[src/rtl/sat_counter.sv]
// Saturating up-counter with sync clear.
// Holds at all-ones once reached.
module sat_counter #(
  parameter int W = 16
) (
  input  logic         clk,
  input  logic         rst,
  input  logic         clr,
  input  logic         inc,
  output logic [W-1:0] q
);

  always_ff @(posedge clk or negedge rst) begin
    if (!rst) begin
      q <= '0;
    end else if (clr) begin
      q <= '0;
    end else if (inc && (q != {W{1'b1}})) begin
      q <= q + W'(1);
    end
  end

endmodule

[config.mk]
export PLATFORM = sky130hd
export DESIGN_NAME = sat_counter
export DESIGN_NICKNAME = d
export VERILOG_FILES = /design/src/rtl/sat_counter.sv
export SDC_FILE = /design/constraint.sdc
export NUM_CORES = 1
export LEC_CHECK = 0
export BUFFER_PORTS_ARGS = -buffer_cell sky130_fd_sc_hd__buf_4
export CELL_PAD_IN_SITES_DETAIL_PLACEMENT = 1
export CELL_PAD_IN_SITES_GLOBAL_PLACEMENT = 1
export CORE_MARGIN = 5
export CORE_UTILIZATION = 43
export CTS_CLUSTER_DIAMETER = 100
export DETAILED_ROUTE_END_ITERATION = 10
export GPL_ROUTABILITY_DRIVEN = 1
export HOLD_SLACK_MARGIN = 0.1
export PLACE_DENSITY = 0.92
export RECOVER_POWER = 50
export SETUP_SLACK_MARGIN = 0.1
export SLEW_MARGIN = 20
export SYNTH_ARGS = -nofsm -noshare
export SYNTH_HDL_FRONTEND = slang
export SYNTH_SLANG_ARGS = --single-unit
[constraint.sdc]
create_clock -name clk -period 2.5 [get_ports clk]
set_input_delay 0 -clock clk [delete_from_list [all_inputs] [get_ports clk]]
set_output_delay 0 -clock clk [all_outputs]
set_load 0.005 [all_outputs]
==> results.yml <==
timing:
  slew_headroom: 0.5081
  finalSetupViolations: 0
  post-route-period-util: 0.8441
  fin_hold_ws_ns: 0.5595
  fmax_ghz: 0.4739
  tightest_slew_ns: 0.7355
  period_minus_slack_ns: 2.110
  final_max_slew_viol_count: 0
  hold_viol_final: 0
  finalClockSkew_ns: 0.009089
  tns_ns: 0
  rsz0062_at_grt: "no"
power:
  ir_drop_mv: 0.2279
  p_per_area_mw_per_mm2: 409.8
  p_leak_nw: 0.5065
layout:
  top_regs: "q x16"
  synthToLayoutAreaGrowth_pct: 24.97
  post-route-util: 0.5480
  drive_gt1_frac: 0.2727
  top_register: "q"
  largest_reg_flops: 16
  nets: 127
  diodes: 0
  fin_area_mm2: 0.001177
yosys:
  netlist_instances: 98
  synth_edf_count: 0
  yosysTopAreaCell: "dfrtp_1"
  synth_common_cells: "16 x dfrtp_1, 11 x a21oi_1, 7 x o31ai_1"
  synth_flop_cell: "dfrtp_1"
  syn_nets: 103
  netlist_area_um2: 942.2
  synthTopCellsByArea: "dfrtp_1 42%, a21oi_1 5.8%, o31ai_1 5.6%"
  avgSynthCellArea_um2: 9.614
  async_flop_share: 1.000
  yosysMostFrequentCell: "dfrtp_1"
  ys_types: 28
  ys_ff_latch: 16
  ys_seq_area_frac: 0.4250
  yosysWarnings: 0
  yosysTopAreaCellShare: 0.4250
job:
  drv_cap: 0
critical_path:
  cpPeakStageDelay_ns: 0.65
  critPathRequiredTime_ns: 2.68
  cp-start-kind: "flop"
  worstSetupPathType: "reg2reg"
  critPathTopFamily: "simple AND/OR/NAND/NOR gates"
  cp-end-kind: "flop"
  path_cells: "ha_1, nand4_2, nor4_4, nor4_1, mux2_1"
  slowest_stage: "nor4_4"
  critPathBufInv: 0
  crit_arrival_ns: 2.29
  path_max_fanout: 13
routing:
  dr_total_vias: 926
  vias_per_cell: 6.215
  drtPass1Iterations: 4
  antenna_left: 0
  post-route-drc-count: 0
  wirelength_um: 2817
  wl_per_cell_um: 18.91
  drt_iter0_markers: 17
floorplanning:
  fp.dieH_um: 56.81
  die-area_mm2: 0.003227
  io_pins: 20
  die_w_um: 56.81
  rows: 17
  coreArea_mm2: 0.002148
  start_util: 0.4386
place:
  gp_congestion: 0.8443
  dpl_cell_area_mm2: 0.001101
  dp.final_hpwl_um: 1874
  io_buffers: 19
clocking:
  max-clock-path-buffers: 2
  htreeDepth: 1
  clock_latency_ns: 0.30
  cts_tree: "built"
  hold_buffers: 4
  cts_setup_buffers: 0
  numCtsBuffers: 3
  cts_sinks: 16
  clkTransAtPathRegs_ns: 0.11
  cts_resized: 0
  cts-root-buf: "clkbuf_4"
outcome:
  run_status: "finished, final reports clean"
global_routing:
  grt.total_usage: 0.1948
  grt_pass1_wl_um: 4878
  antenna_found_initial: 0
  grt_pass1_vias: 985
  grt_overflow: 0
  grt_max_degree: 23
hold_path:
  hold_class: "in2reg"
layer usage:
metal | part of all wire | global-route usage
met5 | 0 | 0
met1 | 0.45 | 0.2408
met3 | 0.022 | 0.03448
met4 | 0.026 | 0.1126
met2 | 0.50 | 0.3152
cell usage in the layout (no fill, tap or decap):
master         instances
nor2_1                 4
or3_1                  2
and3_1                 2
buf_4                  3
nor4_1                 4
dlygate4sd3_1          4
o21ai_1                3
a211oi_2               1
nor3_1                 1
o21ai_0                1
nand3_1                3
clkbuf_4              20
or4_2                  2
mux2_1                 4
nor4_4                 1
o211ai_2               1
inv_1                  3
or4_1                  5
dfrtp_1               16
ha_1                   1
clkbuf_8               1
o31ai_1                7
nand4_1                6
and4_2                 2
or3_2                  1
nor2b_1                4
a21oi_1               11
nand3b_1               1
nand4_2                1
nand2_1                6
logic make-up (layout without fill, tap and decap cells):
logic type | Yosys count | count (layout) | share of synthesized area
AND/OR/NAND/NOR | 45 | 45 | 0.3121
AO/OA/AOI/OAI | 24 | 24 | 0.1620
flip-flops | 16 | 16 | 0.4250
buffers and inverters | 8 | 31 | 0.03983
multiplexers | 4 | 4 | 0.04781
adder cells (fa/ha/maj) | 1 | 1 | 0.01328
worst paths after layout:
check / from / to / slack (ns) / cells after the start
setup / recovery: q[0] / q[15] / 0.39 / 5
hold / removal: clr / q[10] / 0.56 / 3
setup reg to reg: q[0] / q[15] / 0.39 / 5
hold reg to reg: q[10] / q[10] / 0.61 / 2
max in group asynchronous: rst / q[6] / 1.20 / 3
min in group asynchronous: rst / q[11] / 0.83 / 3
tightest hold or removal path, delay by kind of cell:
kind / cells / cell delay [ns]
compound gates: 1 / 0.06
buf+inv: 2 / 0.77
report_power, final:
part           switching [mW]  internal [mW]
Clock                  0.0931         0.0889
Combinational          0.0221         0.0138
Sequential            0.00361          0.261
Total                   0.119          0.364
metrics by stage:
stage / setup slack (ns) / std cells / total power, mW
global placement: 0.5486 / 141 / 0.2990
detailed placement: 0.4095 / 141 / 0.3004
floorplan: 0.7452 / 98 / 0.2836
global route: 0.1909 / 149 / 0.5035
CTS: 0.3988 / 149 / 0.4850
finish: 0.3897 / 149 / 0.4825
area by class of cell:
class | count | area [µm²]
fill | 251 | 970.9
multi-input combinational | 74 | 504.2
sequential | 16 | 400.4
timing repair buffer | 24 | 190.2
clock buffer | 4 | 36.28
tap | 28 | 35.03
inverter | 3 | 11.26
Power figures use the tool's default switching activity.
